--- src/rtl/load_store_unit_if.sv ---
// rtl/load_store_unit_if.sv - request/response and data-memory signal bundle for the load/store unit
interface load_store_unit_if;
    // Request channel
    logic        ReqValid;
    logic        ReqReady;
    logic        ReqWrite;
    logic [1:0]  ReqSize;
    logic        ReqUnsigned;
    logic [31:0] ReqAddr;
    logic [31:0] ReqWData;
    // Response channel
    logic        RespValid;
    logic        RespReady;
    logic [31:0] RespData;
    logic        RespErr;
    // Data-memory port
    logic [31:0] MemAddr;
    logic [31:0] MemWriteData;
    logic        MemWrite;
    logic        MemRead;
    logic [31:0] MemReadData;

    // The load/store unit itself
    modport slave (
        input  ReqValid, ReqWrite, ReqSize, ReqUnsigned, ReqAddr, ReqWData,
        output ReqReady,
        output RespValid, RespData, RespErr,
        input  RespReady,
        output MemAddr, MemWriteData, MemWrite, MemRead,
        input  MemReadData
    );

    // The requester plus the data memory
    modport master (
        output ReqValid, ReqWrite, ReqSize, ReqUnsigned, ReqAddr, ReqWData,
        input  ReqReady,
        input  RespValid, RespData, RespErr,
        output RespReady,
        input  MemAddr, MemWriteData, MemWrite, MemRead,
        output MemReadData
    );
endinterface

--- src/rtl/load_store_unit.sv ---
// rtl/load_store_unit.sv - single-outstanding load/store unit with byte/half read-modify-write; optional LSU_MISALIGN_TRAP_EN
module load_store_unit (
    input  logic              clk,
    input  logic              rst_n,
    load_store_unit_if.slave  bus
);

    typedef enum logic [2:0] {IDLE, LOAD, RMW_RD, STORE, RESP} state_t;

    state_t      state_q, state_d;
    logic        write_q, write_d;
    logic        unsigned_q, unsigned_d;
    logic [1:0]  size_q, size_d;
    logic [31:0] addr_q, addr_d;
    logic [31:0] wdata_q, wdata_d;
    logic [31:0] merge_q, merge_d;
    logic [31:0] rdata_q, rdata_d;
    logic        misalign;
    logic [7:0]  load_byte;
    logic [15:0] load_half;
    logic [31:0] load_ext;
    logic [31:0] merged;

`ifdef LSU_MISALIGN_TRAP_EN
    logic        err_q, err_d;

    // Misaligned half/word requests short-circuit straight to an error response
    assign misalign = ((bus.ReqSize == 2'b01) && bus.ReqAddr[0]) ||
                      (bus.ReqSize[1] && (bus.ReqAddr[1:0] != 2'b00));
    assign bus.RespErr = err_q;

    // Error flag is captured at accept and held through the response
    always_ff @(posedge clk or negedge rst_n) begin
        if (!rst_n) err_q <= 1'b0;
        else        err_q <= err_d;
    end
`else
    // Misaligned low bits are simply ignored by the lane selection below
    assign misalign    = 1'b0;
    assign bus.RespErr = 1'b0;
`endif

    assign bus.MemAddr  = {2'b00, addr_q[31:2]};
    assign bus.RespData = rdata_q;

    // Lane extraction and sign/zero extension of the loaded word
    always_comb begin
        load_byte = 8'h00;
        case (addr_q[1:0])
            2'b00:   load_byte = bus.MemReadData[7:0];
            2'b01:   load_byte = bus.MemReadData[15:8];
            2'b10:   load_byte = bus.MemReadData[23:16];
            default: load_byte = bus.MemReadData[31:24];
        endcase
        load_half = addr_q[1] ? bus.MemReadData[31:16] : bus.MemReadData[15:0];
        load_ext  = bus.MemReadData;
        if (size_q == 2'b00)
            load_ext = unsigned_q ? {24'h0, load_byte} : {{24{load_byte[7]}}, load_byte};
        else if (size_q == 2'b01)
            load_ext = unsigned_q ? {16'h0, load_half} : {{16{load_half[15]}}, load_half};
    end

    // Store word: full word, or the RMW buffer with the addressed lane replaced
    always_comb begin
        merged = merge_q;
        case (size_q)
            2'b00:   merged[{addr_q[1:0], 3'b000} +: 8] = wdata_q[7:0];
            2'b01:   merged[{addr_q[1], 4'b0000} +: 16] = wdata_q[15:0];
            default: merged = wdata_q;
        endcase
    end

    // State and datapath registers
    always_ff @(posedge clk or negedge rst_n) begin
        if (!rst_n) begin
            state_q    <= IDLE;
            write_q    <= 1'b0;
            unsigned_q <= 1'b0;
            size_q     <= 2'b00;
            addr_q     <= 32'h0;
            wdata_q    <= 32'h0;
            merge_q    <= 32'h0;
            rdata_q    <= 32'h0;
        end else begin
            state_q    <= state_d;
            write_q    <= write_d;
            unsigned_q <= unsigned_d;
            size_q     <= size_d;
            addr_q     <= addr_d;
            wdata_q    <= wdata_d;
            merge_q    <= merge_d;
            rdata_q    <= rdata_d;
        end
    end

    // Next-state and output decode
    always_comb begin
        state_d          = state_q;
        write_d          = write_q;
        unsigned_d       = unsigned_q;
        size_d           = size_q;
        addr_d           = addr_q;
        wdata_d          = wdata_q;
        merge_d          = merge_q;
        rdata_d          = rdata_q;
`ifdef LSU_MISALIGN_TRAP_EN
        err_d            = err_q;
`endif
        bus.ReqReady     = 1'b0;
        bus.RespValid    = 1'b0;
        bus.MemRead      = 1'b0;
        bus.MemWrite     = 1'b0;
        bus.MemWriteData = 32'h0;
        case (state_q)
            IDLE: begin
                bus.ReqReady = 1'b1;
                if (bus.ReqValid) begin
                    write_d    = bus.ReqWrite;
                    unsigned_d = bus.ReqUnsigned;
                    size_d     = bus.ReqSize;
                    addr_d     = bus.ReqAddr;
                    wdata_d    = bus.ReqWData;
                    rdata_d    = 32'h0;
`ifdef LSU_MISALIGN_TRAP_EN
                    err_d      = misalign;
`endif
                    if (misalign)          state_d = RESP;
                    else if (!bus.ReqWrite) state_d = LOAD;
                    else if (bus.ReqSize[1]) state_d = STORE;
                    else                   state_d = RMW_RD;
                end
            end
            LOAD: begin
                bus.MemRead = 1'b1;
                rdata_d     = load_ext;
                state_d     = RESP;
            end
            RMW_RD: begin
                bus.MemRead = 1'b1;
                merge_d     = bus.MemReadData;
                state_d     = STORE;
            end
            STORE: begin
                bus.MemWrite     = 1'b1;
                bus.MemWriteData = merged;
                state_d          = RESP;
            end
            RESP: begin
                bus.RespValid = 1'b1;
                if (bus.RespReady) state_d = IDLE;
            end
            default: state_d = IDLE;
        endcase
    end

endmodule

--- src/flat_wrapper.sv ---
// flat-port wrapper written by rule: the top's interface ports become plain ports
module load_store_unit_flat 
  (clk, rst_n, bus_ReqValid, bus_ReqWrite, bus_ReqSize, bus_ReqUnsigned, bus_ReqAddr, bus_ReqWData, bus_ReqReady, bus_RespValid, bus_RespData, bus_RespErr, bus_RespReady, bus_MemAddr, bus_MemWriteData, bus_MemWrite, bus_MemRead, bus_MemReadData);
  load_store_unit_if bus_i ();
  input  logic clk;
  input  logic rst_n;
  input wire logic [$bits(bus_i.ReqValid)-1:0] bus_ReqValid;
  input wire logic [$bits(bus_i.ReqWrite)-1:0] bus_ReqWrite;
  input wire logic [$bits(bus_i.ReqSize)-1:0] bus_ReqSize;
  input wire logic [$bits(bus_i.ReqUnsigned)-1:0] bus_ReqUnsigned;
  input wire logic [$bits(bus_i.ReqAddr)-1:0] bus_ReqAddr;
  input wire logic [$bits(bus_i.ReqWData)-1:0] bus_ReqWData;
  output wire logic [$bits(bus_i.ReqReady)-1:0] bus_ReqReady;
  output wire logic [$bits(bus_i.RespValid)-1:0] bus_RespValid;
  output wire logic [$bits(bus_i.RespData)-1:0] bus_RespData;
  output wire logic [$bits(bus_i.RespErr)-1:0] bus_RespErr;
  input wire logic [$bits(bus_i.RespReady)-1:0] bus_RespReady;
  output wire logic [$bits(bus_i.MemAddr)-1:0] bus_MemAddr;
  output wire logic [$bits(bus_i.MemWriteData)-1:0] bus_MemWriteData;
  output wire logic [$bits(bus_i.MemWrite)-1:0] bus_MemWrite;
  output wire logic [$bits(bus_i.MemRead)-1:0] bus_MemRead;
  input wire logic [$bits(bus_i.MemReadData)-1:0] bus_MemReadData;
  assign bus_i.ReqValid = bus_ReqValid;
  assign bus_i.ReqWrite = bus_ReqWrite;
  assign bus_i.ReqSize = bus_ReqSize;
  assign bus_i.ReqUnsigned = bus_ReqUnsigned;
  assign bus_i.ReqAddr = bus_ReqAddr;
  assign bus_i.ReqWData = bus_ReqWData;
  assign bus_ReqReady = bus_i.ReqReady;
  assign bus_RespValid = bus_i.RespValid;
  assign bus_RespData = bus_i.RespData;
  assign bus_RespErr = bus_i.RespErr;
  assign bus_i.RespReady = bus_RespReady;
  assign bus_MemAddr = bus_i.MemAddr;
  assign bus_MemWriteData = bus_i.MemWriteData;
  assign bus_MemWrite = bus_i.MemWrite;
  assign bus_MemRead = bus_i.MemRead;
  assign bus_i.MemReadData = bus_MemReadData;
  load_store_unit u_core (.clk(clk), .rst_n(rst_n), .bus(bus_i));
endmodule
--- config.mk ---
export PLATFORM = sky130hd
export DESIGN_NAME = load_store_unit_flat
export DESIGN_NICKNAME = d
export VERILOG_FILES = /design/src/rtl/load_store_unit_if.sv /design/src/rtl/load_store_unit.sv /design/src/flat_wrapper.sv
export SDC_FILE = /design/constraint.sdc
export NUM_CORES = 1
export LEC_CHECK = 0
export BUFFER_PORTS_ARGS = -buffer_cell sky130_fd_sc_hd__buf_2
export CORE_ASPECT_RATIO = 1.4
export CORE_MARGIN = 2
export CORE_UTILIZATION = 48
export CTS_CLUSTER_SIZE = 30
export DETAILED_ROUTE_END_ITERATION = 10
export MAX_ROUTING_LAYER = met4
export PLACE_DENSITY = 0.81
export SETUP_SLACK_MARGIN = 0.15
export SLEW_MARGIN = 20
export SYNTH_ARGS = -nofsm -noshare
export SYNTH_HDL_FRONTEND = slang
export SYNTH_SLANG_ARGS = --single-unit
export TNS_END_PERCENT = 50
--- constraint.sdc ---
create_clock -name clk -period 2.7 [get_ports clk]
set_clock_uncertainty 0.1 [all_clocks]
set_input_delay 0.54 -clock clk [delete_from_list [all_inputs] [get_ports clk]]
set_output_delay 0.54 -clock clk [all_outputs]
set_load 0.02 [all_outputs]
# After elaboration in Yosys (flattened, before gate mapping)
# Cells that the tools add are included.
# Widths: inputs -> output; s select.
[totals]
register_bits = 134
elab_cells = 52
[classes]
n_addsub = 2
n_eq_ne = 9
shifts = 4
muxes = 21
reduce_logical = 9
[op_table]
columns = ["operator", "count"]
rows = [
  ["$mux 32", 6],
  ["$pmux 32 s2", 2],
  ["$bwmux 32", 2],
  ["$shift 16x7->32 const A", 1],
  ["$shift 8x7->32 const A", 1],
  ["$shiftx 16x7->32", 1],
  ["$shiftx 8x7->32", 1],
  ["$pmux 8 s3", 1],
  ["$mux 16", 1],
  ["$neg 5->7", 2],
  ["$pmux 3 s4", 1],
  ["$mux 3", 3],
  ["$eq 3x2->1 const B", 2],
  ["$reduce_and 2->1", 3],
  ["$mux 1", 5],
  ["$eq 2x1->1 const B", 2],
  ["$logic_not 2->1", 2],
  ["$ne 2x2->1 const B", 2],
  ["$reduce_or 2->1", 2],
  ["$eq 3x1->1 const B", 1],
  ["$eq 3x3->1 const B", 1],
  ["$logic_not 3->1", 1],
  ["$eq 2x2->1 const B", 1],
  ["$reduce_bool 2->1", 1],
]

# Depth between registers and ports, before layout
# Gate-level depths: netlist (run 1).
[logic_depth]
ltp_word = 5
mapped_depth = 10

# Worst setup path after synthesis (run 1)
# No wires, ideal clock.
[synth_timing]
kind = "register -> output"
start = "reg u_core.addr_q[1]"
end = "out bus_MemWriteData[30]"
arrival_time_ps = 2565
t_required_ps = 2060
setup_slack_ps = -505
path_stages_with_launch = 8
path_buffers = 2
cell_sequence = "dfrtp_1 -> buf_2 -> clkinv_1 -> clkbuf_1 -> ha_1 -> nor4b_2 -> a221oi_1 -> o21ai_0"
[synth_via]
elab_chain_cells = 5
word_cells_on_any_way = 10
[synth_lines]
columns = ["item", "line", "rtl"]
rows = [
  ["start: declaration", "load_store_unit.sv:14", "logic [31:0] addr_q, addr_d;"],
  ["start signal: assignment", "load_store_unit.sv:89", "addr_q <= addr_d;"],
  ["$neg 5->7 (on tied branches)", "load_store_unit.sv:68, load_store_unit.sv:67", ""],
  ["$shiftx 16x7->32 (tied with other cells)", "load_store_unit.sv:68", "2'b01: merged[{addr_q[1], 4'b0000} +: 16] = wdata_q[15:0];"],
  ["$bwmux 32 (on tied branches)", "load_store_unit.sv:68, load_store_unit.sv:67", ""],
  ["$pmux 32 s2 (*)", "load_store_unit.sv:66", "case (size_q)"],
  ["$mux 32 (*)", "load_store_unit.sv:114", "case (state_q)"],
  ["end: declaration", "flat_wrapper.sv:19", "output wire logic [$bits(bus_i.MemWriteData)-1:0] bus_MemWriteData;"],
]
# Every way passes the cells marked *; elsewhere a longest branch is shown, timed or not.

# Worst setup path after layout (run 1)
[layout_timing]
start = "reg u_core.addr_q[1]"
end = "out bus_MemWriteData[3]"
# Same word-level chain as after synthesis.

==> impl_metrics.env, run 1 <==
export IMPL_synth_cell_types=44
export IMPL_reg2reg_from="u_core.addr_q[1]$_DFFE_PN0P_"
export IMPL_antenna_found_initial=0
export IMPL_track_usage=0.292
export IMPL_relSlewSlack=0.562
export IMPL_routed_wl_um=22300
export IMPL_power_frac_seq=0.305
export IMPL_max_stage_delay_ns=0.44
export IMPL_maxSlewViolCount=0
export IMPL_root_buffer="clkbuf_16"
export IMPL_ff2ff_path_depth=6
export IMPL_power_leakage_nw=4.63
export IMPL_seq_area_frac_synth=0.471
export IMPL_maxCapViolCount=0
export IMPL_cp_max_fo=7
export IMPL_grt_overflow=0
export IMPL_insertion_delay_ns=0.41
export IMPL_crit_path_start_kind="flop"
export IMPL_r2r_setup_slack_ns=0.42
export IMPL_drtIter0Drc=561
export IMPL_io_buffers=201
export IMPL_powerDensity_mw_per_mm2=1350
export IMPL_ys_ff_latch=134
export IMPL_coreArea_mm2=0.0145
export IMPL_period_share=1.09
export IMPL_rows=52
export IMPL_grt_start_max_net_pins=63
export IMPL_clkTransAtPathRegs_ns=0.06
export IMPL_hpwlAfterDp_um=15700
export IMPL_clock_path_buffers=2
export IMPL_antenna_left=0
export IMPL_synthTopCellsByArea="dfrtp_1, nand2_1, mux2_2"
export IMPL_synthCells=787
export IMPL_cts_buffers=17
export IMPL_initial_utilization=0.491
export IMPL_first_global_vias=6576
export IMPL_cts_num_sinks=134
export IMPL_ir_drop_uv=689
export IMPL_min_period_ns=2.94
export IMPL_p_sw_mw=5.38
export IMPL_yosys_cell_count_top_type="nand2_1"
export IMPL_post_layout_total_power_mw=12.7
export IMPL_grt_pass1_wl_um=34400
export IMPL_die_h_um=148
export IMPL_synth_top_cell_by_area="dfrtp_1"
export IMPL_worst_pin_slew_ns=0.658
export IMPL_multi_input_area_mm2=0.00353
export IMPL_synth_edff_count=0
export IMPL_cp_cell_sequence="clkinv_8 > ha_4 > or3b_4 > o211ai_4 > buf_12 > a22oi_2 > nor2_2 > buf_6"
export IMPL_yosysTopAreaCellShare=0.471
export IMPL_synth_warnings=0
export IMPL_violations="setup timing"
export IMPL_first_pass_iters=5
export IMPL_worst_slack_ns=-0.239
export IMPL_p_int_mw=7.29
export IMPL_ios=205
export IMPL_synthTopCellsByCount="nand2_1, dfrtp_1, mux2_2, buf_4"
export IMPL_worstSetupPathDepth=8
export IMPL_p_comb_frac=0.499
export IMPL_synth_area_mm2=0.00712
export IMPL_die_area_mm2=0.0158
export IMPL_setup_viol=32
export IMPL_finalHoldViolCount=0
export IMPL_synthFlopType="dfrtp_1"
export IMPL_drc=0
export IMPL_drive_gt1_frac=0.405
export IMPL_crit_required_ns=2.06
export IMPL_vias_per_cell=5.68
export IMPL_cts_tree="built"
export IMPL_register_area_mm2=0.00335
export IMPL_whs_ns=0.0259
export IMPL_cp_slowest_cell="dfrtp_2"
export IMPL_clockPowerShare=0.196
export IMPL_area_growth_pct=32.1
export IMPL_num_antenna_cells=0
export IMPL_nets=1079
export IMPL_die_w_um=107
export IMPL_fmax_ghz=0.340
export IMPL_rsz0062_at_grt="true"
export IMPL_async_reset_ff_frac=1.00
export IMPL_fillerInstances=1184
export IMPL_min_path_type="input port to async pin"
export IMPL_crit_buf_inv=3
export IMPL_cts_max_level=4
export IMPL_vias=6643
export IMPL_place_gp_congestion=0.950
export IMPL_postSynthAreaPerCell_um2=9.04
export IMPL_arrival_ns=2.30
export IMPL_cp_end_kind="output pin"
export IMPL_crit_type="flop to output pin"
export IMPL_p_sw_frac=0.425
export IMPL_status="finished, violations left"
export IMPL_regToRegEndpoint="u_core.bus.RespData[16]$_DFFE_PN0P_"
export IMPL_crit_family="simple AND/OR/NAND/NOR gates"
export IMPL_routedWlPerCell_um=19.1
-- cells in the final DEF, fill, tap and decap left out, types with 13 or more instances in the layout --
cell	netlist	layout
mux2_2	40	40
buf_2	20	174
nor2_1	29	21
o22ai_1	23	22
o21ai_2	10	17
nand2_1	248	247
a22oi_1	23	16
buf_4	35	49
a21oi_1	25	22
buf_6	3	19
clkbuf_16	0	17
dfrtp_1	134	133
o21ai_0	21	13
a22o_1	24	24
nor2b_1	16	16
-- layer usage --
metal | up-vias | track usage | wire length (um)
li1 | 3057 | - | -
met1 | 3179 | 0.358 | 8780
met2 | 333 | 0.468 | 11000
met3 | 74 | 0.0456 | 1450
met4 | 0 | 0.151 | 1140
met5 | - | - | 0
-- how the worst max path moves through the flow --
stage | from | endpoint | slack [ns]
3_5_place_dp | u_core.addr_q[1]$_DFFE_PN0P_ | bus_MemWriteData[1] | 0.06
3_3_place_gp | u_core.addr_q[1]$_DFFE_PN0P_ | bus_MemWriteData[0] | 0.11
6_report | u_core.addr_q[1]$_DFFE_PN0P_ | bus_MemWriteData[3] | -0.24
2_1_floorplan | u_core.addr_q[1]$_DFFE_PN0P_ | bus_MemWriteData[1] | 0.03
4_1_cts | u_core.addr_q[1]$_DFFE_PN0P_ | bus_MemWriteData[1] | -0.21
5_1_grt | u_core.addr_q[1]$_DFFE_PN0P_ | bus_MemWriteData[2] | -0.31
-- cell type report --
type	instances	share of cell area
multi-input combinational	558	0.375
sequential	134	0.357
timing repair buffer	249	0.170
clock buffer	20	0.0486
tap	189	0.0251
clock inverter	11	0.0185
inverter	9	0.00546
-- per-stage QoR --
| stage | setup slack [ns] | setup TNS [ns] | util | instances | instance area (um^2) |
|---|---|---|---|---|---|
| floorplan | 0.0263 | 0 | - | 789 | 7300 |
| global placement | 0.106 | 0 | 0.572 | 1124 | 8300 |
| detailed placement | 0.0568 | 0 | 0.572 | 1124 | 8300 |
| CTS | -0.208 | -3.76 | 0.633 | 1163 | 9190 |
| global route | -0.307 | -7.17 | 0.648 | 1170 | 9400 |
| finish | -0.239 | -4.92 | 0.648 | 1170 | 9400 |
-- power groups by stage --
stage | Combinational [mW] | Clock, mW | Sequential (mW)
floorplan | 4.37 | 0 | 3.64
global placement | 5.53 | 0 | 3.75
detailed placement | 5.66 | 0 | 3.76
CTS | 5.97 | 2.49 | 3.79
global route | 6.87 | 2.59 | 3.94
finish | 6.32 | 2.48 | 3.86
-- cell families after synthesis --
kind of cell,count (synthesis),synth area share
AO/OA/AOI/OAI,168,0.169
other,1,0.000527
AND/OR/NAND/NOR,331,0.196
flip-flops,134,0.471
buffers and inverters,97,0.0763
adder cells (fa/ha/maj),6,0.0105
multiplexers,50,0.0773
-- state kept, by name, summed over array words and instances (netlist names) --
name and count:
u_core.unsigned_q 1, u_core.state_q 3, u_core.size_q 2, u_core.wdata_q 32, u_core.merge_q 32, u_core.bus.RespData 32, u_core.addr_q 32
-- worst reg2reg max path, delay by kind of cell (launching register included) --
| family | cells | cell delay (ns) |
|---|---|---|
| AOI/OAI and AO/OA | 2 | 0.66 |
| adders and majority gates | 1 | 0.23 |
| buffers and inverters | 2 | 0.44 |
| DFF | 1 | 0.45 |
| and+or+nand+nor | 1 | 0.32 |
-- timing repair --
action,CTS,global route
pin swaps,20,22
resized for setup,45,43
gates cloned,1,0
setup endpoints to repair,32,52
hold buffers,0,0
buffers inserted,7,7
hold endpoints to repair,0,0
Power figures use the tool's default switching activity.
==> inputs of run 2 (changes only) <==
--- a/config.mk
+++ b/config.mk
@@ -14,6 +14,7 @@
 export MAX_ROUTING_LAYER = met4
 export PLACE_DENSITY = 0.81
 export SETUP_SLACK_MARGIN = 0.15
+export SKIP_CTS_REPAIR_TIMING = 1
 export SLEW_MARGIN = 20
 export SYNTH_ARGS = -nofsm -noshare
 export SYNTH_HDL_FRONTEND = slang
==> run 2 against run 1 <==
Against the previous run: the run ends with DRC, setup timing left; via count shrank 0.15%; global-route usage fell by 0.61 points; critical path depth unchanged; utilization hardly changed; worst hold slack worse by 0.00097 ns; clock power about the same; power down 0.32%; critical endpoint is now bus_MemWriteData[1].
==> impl_metrics.env, run 2 (synthesis gave the netlist of run 1 again) <==
export IMPL_antenna_left=0
export IMPL_cp_end_kind="output pin"
export IMPL_grt_start_max_net_pins=63
export IMPL_io_buffers=201
export IMPL_area_growth_pct=32.2
export IMPL_dr_wl_met2_um=10900
export IMPL_max_stage_delay_ns=0.46
export IMPL_ios=205
export IMPL_final_cell_mix="nand2_1, buf_2, dfrtp_1"
export IMPL_fmax_ghz=0.344
export IMPL_cts_buffers=17
export IMPL_die_h_um=148
export IMPL_rows=52
export IMPL_routed_wl_um=22300
export IMPL_initial_utilization=0.491
export IMPL_vias_per_cell=5.65
export IMPL_worst_slack_ns=-0.210
export IMPL_cp_max_fo=7
export IMPL_crit_path_start_kind="flop"
export IMPL_status="finished, violations left"
export IMPL_root_buffer="clkbuf_16"
export IMPL_drive_gt1_frac=0.405
export IMPL_cts_tree="built"
export IMPL_met1_length_um=8790
export IMPL_drc=1
export IMPL_clkTransAtPathRegs_ns=0.06
export IMPL_first_pass_iters=10
export IMPL_num_antenna_cells=0
export IMPL_grt_pass1_wl_um=33700
export IMPL_maxSlewViolCount=0
export IMPL_clock_path_buffers=2
export IMPL_min_path_type="input port to async pin"
export IMPL_place_gp_congestion=0.950
export IMPL_rsz0062_at_grt="true"
export IMPL_whs_ns=0.0249
export IMPL_dpl_cell_count=1124
export IMPL_die_w_um=107
export IMPL_dpl_worst_slack_ns=0.0568
export IMPL_track_usage=0.286
export IMPL_die_area_mm2=0.0158
export IMPL_grt_overflow=0
export IMPL_insertion_delay_ns=0.41
export IMPL_crit_type="flop to output pin"
export IMPL_routedWlPerCell_um=19.1
export IMPL_crit_required_ns=2.06
export IMPL_cts_num_sinks=134
export IMPL_power_leakage_nw=4.63
export IMPL_antenna_found_initial=0
export IMPL_arrival_ns=2.27
export IMPL_worst_pin_slew_ns=0.659
export IMPL_ir_drop_uv=689
export IMPL_drtIter0Drc=545
export IMPL_wl_met3_um=1540
export IMPL_nets=1082
export IMPL_violations="DRC, setup timing"
export IMPL_powerDensity_mw_per_mm2=1340
export IMPL_fin_cells=1173
export IMPL_maxCapViolCount=0
export IMPL_vias=6633
export IMPL_min_period_ns=2.91
export IMPL_period_share=1.08
export IMPL_setup_viol=32
export IMPL_final_common_cell="nand2_1"
export IMPL_first_global_vias=6419
export IMPL_cp_slowest_cell="dfrtp_2"
export IMPL_cts_max_level=4
export IMPL_relSlewSlack=0.561
export IMPL_coreArea_mm2=0.0145
export IMPL_hpwlAfterDp_um=15700
export IMPL_finalHoldViolCount=0
export IMPL_top_layer="met4"
export IMPL_cp_cell_sequence="clkinv_8 > ha_4 > or3b_4 > o211ai_4 > buf_12 > a22oi_2 > nor2_2 > buf_6"
==> run 2: area by class of cell <==
class / instances / area (um^2)
fillers: 1176 / 5100
multi-input cells: 558 / 3530
inverters: 9 / 53.8
well taps: 189 / 236
flip-flops and latches: 134 / 3360
clock inverters: 11 / 174
repair buffers: 252 / 1610
clock buffers: 20 / 457
==> run 2: per-stage QoR <==
step / setup TNS (ns) / area, um^2 / total power, mW / utilization
final: -2.87 / 9410 / 12.6 / 0.648
after detailed placement: 0 / 8300 / 9.42 / 0.572
after CTS: -8.92 / 8930 / 11.9 / 0.616
after global placement: 0 / 8300 / 9.28 / 0.572
after global routing: -4.98 / 9410 / 13.4 / 0.648
after floorplan: 0 / 7300 / 8.01 / -
==> run 2: worst max-delay path, delay by kind of cell, from the launching register on <==
kind	cells	cell delay, ns
AOI/OAI and AO/OA	2	0.28
DFF	1	0.46
buffers and inverters	3	0.36
and+or+nand+nor	2	0.51
adders and majority gates	1	0.24
==> run 2: path summary, 6_finish.rpt <==
check                           cells past startpoint                                  end  slack, ns                                 from
worst max-delay path                                8                  bus_MemWriteData[1]      -0.21         u_core.addr_q[1]$_DFFE_PN0P_
worst min-delay path                                1       u_core.merge_q[12]$_DFFE_PN0P_       0.02                                rst_n
worst max register to register                     10  u_core.bus.RespData[16]$_DFFE_PN0P_       0.32         u_core.addr_q[1]$_DFFE_PN0P_
worst min register to register                      2  u_core.bus.RespData[26]$_DFFE_PN0P_       0.37  u_core.bus.RespData[26]$_DFFE_PN0P_
max in group asynchronous                           2   u_core.bus.RespData[3]$_DFFE_PN0P_       1.72                                rst_n
min in group clk                                    3        u_core.addr_q[26]$_DFFE_PN0P_       0.21                      bus_ReqAddr[26]
==> run 2: layer usage <==
metal	track usage	vias up
li1	-	3048
met1	0.355	3187
met2	0.463	323
met3	0.0438	75
met4	0.130	0
met5	-	-
==> run 2: report_power, final <==
group          switching (mW)  internal [mW]  total, mW  leakage (nW)
sequential              0.924           2.95       3.87          1.66
clock                   0.885           1.59       2.48         0.299
combinational            3.56           2.72       6.28          2.67
